[config.mk]
export PLATFORM = sky130hd
export DESIGN_NAME = aux_timer_arbiter
export DESIGN_NICKNAME = d
export VERILOG_FILES = /design/src/rtl/aux_pkg.sv /design/src/rtl/aux_rr_pick.sv /design/src/rtl/aux_timer_arbiter.sv
export SDC_FILE = /design/constraint.sdc
export NUM_CORES = 1
export LEC_CHECK = 0
export CAP_MARGIN = 20
export CORE_MARGIN = 1.5
export CORE_UTILIZATION = 49
export CTS_BUF_LIST = sky130_fd_sc_hd__clkbuf_8
export DETAILED_ROUTE_END_ITERATION = 7
export PLACE_DENSITY = 0.93
export SYNTH_ARGS = -nofsm -noshare
export SYNTH_HDL_FRONTEND = slang
export SYNTH_SLANG_ARGS = --single-unit
[constraint.sdc]
create_clock -name clk -period 6 [get_ports clk]
set_input_delay 1.2 -clock clk [delete_from_list [all_inputs] [get_ports clk]]
set_output_delay 1.2 -clock clk [all_outputs]
set_load 0.03 [all_outputs]
[src/rtl/aux_pkg.sv]
// Purpose: shared types and helpers for the aux utility layer (timer FSM state, index width helper).
// Latency: n/a (declarations only).
// Backpressure: n/a.
package aux_pkg;

   // Shared one-shot timer FSM encoding.
   typedef enum logic [1:0] {
      ST_IDLE = 2'd0,
      ST_RUN  = 2'd1,
      ST_DONE = 2'd2
   } tmr_state_e;

   // Number of bits needed to hold an index in 0..n-1 (never less than 1).
   function automatic int log2ceil(input int n);
      int r;
      r = 0;
      for (int i = 0; i < 31; i++) begin
         if ((1 << i) < n) r = i + 1;
      end
      return (r < 1) ? 1 : r;
   endfunction

endpackage

[src/rtl/aux_rr_pick.sv]
// Purpose: combinational round-robin selector; search starts just after 'last' and wraps.
// Latency: 0 cycles (pure combinational).
// Backpressure: none; the caller decides when to act on 'valid'.
// Ports: req (request vector), last (previous owner index) -> valid, sel (one-hot), idx (binary).
module aux_rr_pick
   import aux_pkg::*;
#(
   parameter int NumReq = 4,
   parameter int IdxW   = log2ceil(NumReq)
) (
   input  logic [NumReq-1:0] req,
   input  logic [IdxW-1:0]   last,
   output logic              valid,
   output logic [NumReq-1:0] sel,
   output logic [IdxW-1:0]   idx
);

   logic [IdxW-1:0] cand;

   // Walk candidates last+1, last+2, ... last+NumReq (mod NumReq); first hit wins.
   always_comb begin
      valid = 1'b0;
      sel   = '0;
      idx   = '0;
      cand  = '0;
      for (int k = 1; k <= NumReq; k++) begin
         cand = IdxW'((int'(last) + k) % NumReq);
         if (!valid && req[cand]) begin
            valid     = 1'b1;
            sel[cand] = 1'b1;
            idx       = cand;
         end
      end
   end

endmodule

[src/rtl/aux_timer_arbiter.sv]
// Purpose: one shared down-counter granted round-robin to NumReq requesters; one-cycle done pulse.
// Latency: req at edge T -> gnt at T+1 for D cycles, done at T+D+1, idle at T+D+2 (D=0 acts as 1).
// Backpressure: level req held until done; losers simply wait. Optional macro AUX_TIMER_ABORT_EN
//   lets the owner cancel by dropping req mid-run (no done issued).
// Ports: clk, rst (sync, active-high), req, dly (flat, CntBit per requester) -> gnt, done, busy, remain.
module aux_timer_arbiter
   import aux_pkg::*;
#(
   parameter int NumReq = 4,
   parameter int CntBit = 24
) (
   input  logic                     clk,
   input  logic                     rst,
   input  logic [NumReq-1:0]        req,
   input  logic [NumReq*CntBit-1:0] dly,
   output logic [NumReq-1:0]        gnt,
   output logic [NumReq-1:0]        done,
   output logic                     busy,
   output logic [CntBit-1:0]        remain
);

   localparam int                IdxW    = log2ceil(NumReq);
   localparam logic [CntBit-1:0] CntOne  = CntBit'(1);
   localparam logic [IdxW-1:0]   LastRst = IdxW'(NumReq - 1);

   tmr_state_e        state_q, state_d;
   logic [IdxW-1:0]   own_q,   own_d;
   logic [IdxW-1:0]   last_q,  last_d;
   logic [CntBit-1:0] cnt_q,   cnt_d;
   logic [NumReq-1:0] gnt_q,   gnt_d;
   logic [NumReq-1:0] done_q,  done_d;
   logic              busy_q,  busy_d;

   logic              pick_vld;
   logic [NumReq-1:0] pick_sel;
   logic [IdxW-1:0]   pick_idx;
   logic [CntBit-1:0] pick_dly;

   aux_rr_pick #(
      .NumReq (NumReq),
      .IdxW   (IdxW)
   ) u_pick (
      .req   (req),
      .last  (last_q),
      .valid (pick_vld),
      .sel   (pick_sel),
      .idx   (pick_idx)
   );

   // Delay is only looked at in the grant cycle; later changes on dly are ignored.
   assign pick_dly = dly[pick_idx*CntBit +: CntBit];

   always_comb begin
      state_d = state_q;
      own_d   = own_q;
      last_d  = last_q;
      cnt_d   = cnt_q;
      gnt_d   = gnt_q;
      done_d  = '0;
      busy_d  = busy_q;
      case (state_q)
         ST_IDLE: begin
            if (pick_vld) begin
               own_d   = pick_idx;
               // Zero delay is stretched to one cycle so the counter never starts at 0.
               cnt_d   = (pick_dly == '0) ? CntOne : pick_dly;
               gnt_d   = pick_sel;
               busy_d  = 1'b1;
               state_d = ST_RUN;
            end
         end
         ST_RUN: begin
`ifdef AUX_TIMER_ABORT_EN
            // Owner withdrawal beats completion, even on the last count.
            if (!req[own_q]) begin
               last_d  = own_q;
               cnt_d   = '0;
               gnt_d   = '0;
               busy_d  = 1'b0;
               state_d = ST_IDLE;
            end else
`endif
            if (cnt_q == CntOne) begin
               cnt_d         = '0;
               gnt_d         = '0;
               done_d[own_q] = 1'b1;
               state_d       = ST_DONE;
            end else begin
               cnt_d = cnt_q - CntOne;
            end
         end
         ST_DONE: begin
            // Pointer moves only after service so the next search starts past this owner.
            last_d  = own_q;
            busy_d  = 1'b0;
            state_d = ST_IDLE;
         end
         default: begin
            cnt_d   = '0;
            gnt_d   = '0;
            busy_d  = 1'b0;
            state_d = ST_IDLE;
         end
      endcase
   end

   always_ff @(posedge clk) begin
      if (rst) begin
         state_q <= ST_IDLE;
         own_q   <= '0;
         last_q  <= LastRst;
         cnt_q   <= '0;
         gnt_q   <= '0;
         done_q  <= '0;
         busy_q  <= 1'b0;
      end else begin
         state_q <= state_d;
         own_q   <= own_d;
         last_q  <= last_d;
         cnt_q   <= cnt_d;
         gnt_q   <= gnt_d;
         done_q  <= done_d;
         busy_q  <= busy_d;
      end
   end

   assign gnt    = gnt_q;
   assign done   = done_q;
   assign busy   = busy_q;
   assign remain = cnt_q;

endmodule

## Yosys cells after proc, flatten, opt, wreduce, memory -nomap -nowiden

Cells that the tools add are included.

- Bits in registers: 39
- Input bits: 102

- Add/subtract/negate cells: 5
- Multipliers: 1
- Order comparisons: 10
- Equality and inequality tests: 5
- Shift operators: 1
- Mux-type cells: 42
- Bitwise gates (word level): 6
- Reduce and logical (&&, ||, !) cells: 19

Operators with widths:

| operator | count |
|---|---|
| $shiftx A96 B8 Y24 | 1 |
| $mux W24 | 3 |
| $pmux W24 S3 | 1 |
| $eq A24 B1 Y1 const B | 1 |
| $logic_not A24 Y1 | 1 |
| $mux W4 | 6 |
| $sub A24 B1 Y24 const B | 1 |
| $lt A2 B3 Y1 const B | 5 |
| $mux W1 | 14 |
| $mux W2 | 6 |
| $or A4 B4 Y4 | 3 |
| $pmux W4 S3 | 1 |
| $demux W1 S2 | 5 |
| $ge A2 B1 Y1 const B | 5 |
| $bmux W1 S2 | 4 |
| $logic_and A1 B1 Y1 | 8 |
| $reduce_and A2 Y1 | 4 |
| $add A2 B1 Y2 const B | 2 |
| $add A2 B2 Y2 const B | 2 |
| $mul A2 B2 Y4 const B | 1 |
| $ne A2 B2 Y1 const B | 2 |
| $pmux W2 S2 | 1 |
| $logic_not A1 Y1 | 3 |
| $not A1 Y1 | 3 |
| other kinds (6) | 6 |

## Logic depth before layout (Yosys ltp)

- Depth in word-level cells: 19
- Gate-level depth with buffers: 16
- Gate-level depth less buffers: 11

## Cells and area by module

From an unflattened synthesis, not the netlist that was laid out.

- Cell total of the unflattened synthesis: 370
- Area total of the unflattened synthesis: 3360.7 µm²

By module, submodules not included:

| module | instances | cells each | area each (µm²) |
|---|---|---|---|
| aux_timer_arbiter | 1 | 285 | 2728.9 |
| aux_rr_pick | 1 | 85 | 631.9 |

## Worst setup path before layout

No wires, ideal clock.

- Kind: input to register
- Start: input port req[3]
- End: register cnt_q[4], in the netlist remain[4]
- Setup time: 0.128 ns
- Arrival time: 3.724 ns
- Data required time: 5.872 ns
- Slack: 2.148 ns
- Stages on the path: 11
- Path buffers: 5
- Path through: buf_2 -> mux4_4 -> a311oi_1 -> or2_2 -> buf_2 -> buf_2 -> buf_4 -> buf_4 -> mux4_2 -> a221oi_1 -> nor2_1

- Word-level cells in the longest chain between the ends: 18
- Elaborated cells on any way between the ends: 30
- Classes of those cells: mul: 1; eq/ne: 1; shift: 1; mux: 19; reduce/logical: 8

RTL lines:

| element | line | source |
|---|---|---|
| from (decl) | aux_timer_arbiter.sv:14 | `input logic [NumReq-1:0] req,` |
| $bmux W1 S2 | aux_rr_pick.sv:28 | `if (!valid && req[cand]) begin` |
| $mux W1 (implied by the code) | aux_rr_pick.sv:28 |  |
| $mux W1 | aux_rr_pick.sv:28 |  |
| $logic_not A1 Y1 | aux_rr_pick.sv:28 |  |
| $logic_and A1 B1 Y1 | aux_rr_pick.sv:28 |  |
| $mux W1 | aux_rr_pick.sv:28 |  |
| $logic_not A1 Y1 | aux_rr_pick.sv:28 |  |
| $logic_and A1 B1 Y1 | aux_rr_pick.sv:28 |  |
| [... 2 more ...] | n/a |  |
| $logic_and A1 B1 Y1 | aux_rr_pick.sv:28 |  |
| $mux W2 | aux_rr_pick.sv:28 |  |
| $mul A2 B2 Y4 | aux_timer_arbiter.sv:51 | `assign pick_dly = dly[pick_idx*CntBit +: CntBit];` |
| $shiftx A96 B8 Y24 | aux_timer_arbiter.sv:51 |  |
| $logic_not A24 Y1 | aux_timer_arbiter.sv:66 | `cnt_d = (pick_dly == '0) ? CntOne : pick_dly;` |
| $mux W24 | aux_timer_arbiter.sv:66 |  |
| $mux W24 | aux_timer_arbiter.sv:63 | `if (pick_vld) begin` |
| $pmux W24 S3 | aux_timer_arbiter.sv:61 | `case (state_q)` |
| to (signal assigned) | aux_timer_arbiter.sv:120 | `cnt_q <= cnt_d;` |
| to (decl) | aux_timer_arbiter.sv:29 | `logic [CntBit-1:0] cnt_q, cnt_d;` |

Several ways; a longest one is shown, not always the timed one. The select of a mux whose other input is x is not followed.
A chain may end at the register's enable or synchronous reset.

## Final worst setup path

- Start: input port req[3]
- End: register cnt_q[0], in the netlist remain[0]

Same word-level chain as after synthesis.

==> metrics.cfg <==
[worst_setup_path]
reg2reg_to=remain[0]
crit_fanout=37
r2r-start=last_q[0]
reg2reg_slack_ns=1.49
worstPathRequired_ns=6.23
r2r_cells=12
cpMaxStageDelayCell=mux2i_1
cpMostUsedCell=mux2i_1
path_cells=clkdlybuf4s50_1 -> mux2i_1 -> mux2i_1 -> or3_4 -> o21a_2 -> mux2i_1 -> a22oi_1 -> a2111oi_1 -> nand3_1 -> o21ai_1
crit_type=in2reg
arrival_ns=4.92
crit_path_end_kind=flip-flop
slowest_delay_ns=0.75
worstSetupStartpointType=primary input

[routing]
num_vias=4135
drt_pass1_iterations=5
vias_per_cell=6.491
ant_nets=0
first_iter_violations=455
drc=0
routedWlPerCell_um=18.43
wl_um=11740

[placement]
port_buffers=134
dp_slack_ns=1.062
place_hpwl_um=9117
gp_congestion=0.9406
placed_cell_area_um2=4696

[synth]
ys_ff_latch=39
syn_area_um2=3373
synth.area.top_cells=dfxtp_1 23%, mux2i_1 6.8%, mux4_2 6.0%
postSynth.asyncResetShare_pct=0
synth_top_area_cell=dfxtp_1
synthCells=437
synth_edf_count=0
seq_area_frac_synth_pct=23.15
synth.avg_cell_area_um2=7.719
synth_cell_type_count=60
yosys_most_used_dff=dfxtp_1
yosys_warnings=0
synth_top_area_share_pct=23.15
syn-num-nets=549

[timing]
fin_setup_tns_ns=0
fin_skew_ns=0.009333
fin_crit_sh_pct=78.11
setup_violations=0
rsz0062_at_grt=false
maxSlewViolCount=0
layout_setup_ws_ns=1.313
min_period_ns=4.687
max-slew-margin-rel_pct=26.16
tightest_slew_ns=1.104
max_freq_mhz=213.4
finalHoldViolCount=0

[cts]
cts_root_buffer=clkbuf_8
postCtsHoldBufs=0
cts.sinks=39
cts_setup_buffers=0
cts.path.max_buffers=2
numCtsBuffers=5
cts_tree=built
postCtsResizedCells=0
htree_levels=2
clk_latency_ns=0.30
clkTransAtPathRegs_ns=0.08

[finish]
drive_gt1_share_pct=6.643
final_cell_mix=134 x clkdlybuf4s50_1, 54 x nand2_1, 46 x nor2_1
diodes=0
mostFrequentLayoutCell=clkdlybuf4s50_1
fin_nets=668
stdcell_area_um2=4840
syn_to_final_growth_pct=43.47

[floorplan]
die_area_um2=7391
dieWidth_um=85.97
io_pins=135
start_util_pct=50.20
core_um2=6719
rows=30
die_y_um=85.97

[global_route]
grt_pass1_wl_um=18570
antenna_found_initial=0
track_usage_pct=31.10
grt_max_degree=38
grt_pass1_vias=3782
gr-total-overflow=0

[power]
power_density_nw_per_um2=203.1
total_power_uw=982.7
p_leak_nw=1.849
vdd_drop_max_v=0.0001048

[min_path]
min-delay-start=busy
hold_depth=2
worstHoldPathType=reg2reg
min_to=busy

[status]
outcome=completed

[run]
maxCapViolations=0

[Yosys cell counts, types with 4 or more instances]
cell type and count:
nand3_1 12, a221o_1 4, buf_2 6, o22ai_1 9
a22oi_1 23, inv_1 11, or4_1 4, ha_1 10
a221oi_1 4, nand4_1 4, nor4_1 14, a21oi_1 30
xor2_1 4, mux2_2 6, o21ai_0 28, nor2_1 46
clkbuf_1 13, nand2b_1 4, mux4_2 9, o211ai_1 5
mux2i_1 23, nand2_1 54, nor3_1 20, dfxtp_1 39
[kinds of logic (layout without fill, tap and decap cells)]
group                      after synthesis  after routing  share of synthesized area, %
AOI/OAI and AO/OA                      130            130                         25.56
buffers and inverters                   36            156                         5.230
muxes                                   39             39                         15.58
DFF                                     39             39                         23.15
xor gates and xnor gates                 7              7                         1.818
and+or+nand+nor                        176            176                         24.96
adders and majority gates               10             10                         3.709
[sequential cells by signal, indices dropped and copies added (netlist names)]
register and flops:
state_q 2, busy 1, remain 24, own_q 2
last_q 2, done 4, gnt 4
[metrics by stage]
stage	hold WS, ns	instances	util, %
2_1_floorplan	0.4369	437	-
3_3_place_gp	0.4719	628	69.89
3_5_place_dp	0.4753	628	69.89
4_1_cts	0.5068	636	71.92
5_1_grt	0.5163	637	72.03
6_report	0.5001	637	72.03
[report_power, final]
group          total [mW]  internal, mW  leakage [nW]  switching, mW
clock               0.264         0.166        0.0644         0.0984
sequential          0.319         0.283         0.321         0.0360
combinational       0.399         0.187          1.46          0.212
[metal layers]
layer	global-route usage (%)	wire [um]	vias up
li1	-	-	1898
met1	41.91	4816	1927
met2	51.97	5675	294
met3	4.524	1089	16
met4	8.651	160	0
met5	0	0	-
[final cells by class]
| type | instances | area, um2 |
|---|---|---|
| Clock buffer | 5 | 68.82 |
| Clock inverter | 3 | 67.56 |
| Fill cell | 532 | 1879 |
| Inverter | 11 | 41.29 |
| Multi-Input combinational cell | 362 | 2417 |
| Sequential cell | 39 | 780.7 |
| Tap cell | 80 | 100.1 |
| Timing Repair Buffer | 137 | 1364 |
[critical path: cells and delay by family]
family	cells	cell delay [ns]
and+or+nand+nor	2	0.44
muxes	3	1.17
AOI/OAI and AO/OA	4	1.46
buffers and inverters	1	0.63
[how the worst max path moves through the flow]
| stage | start | endpoint |
|---|---|---|
| after detailed placement | req[3] | remain[0] |
| after global routing | req[3] | remain[0] |
| after floorplan | req[3] | remain[4] |
| after CTS | req[3] | remain[0] |
| after global placement | req[3] | remain[0] |
| final | req[3] | remain[0] |
No activity file was read; power rests on OpenSTA's default activity.
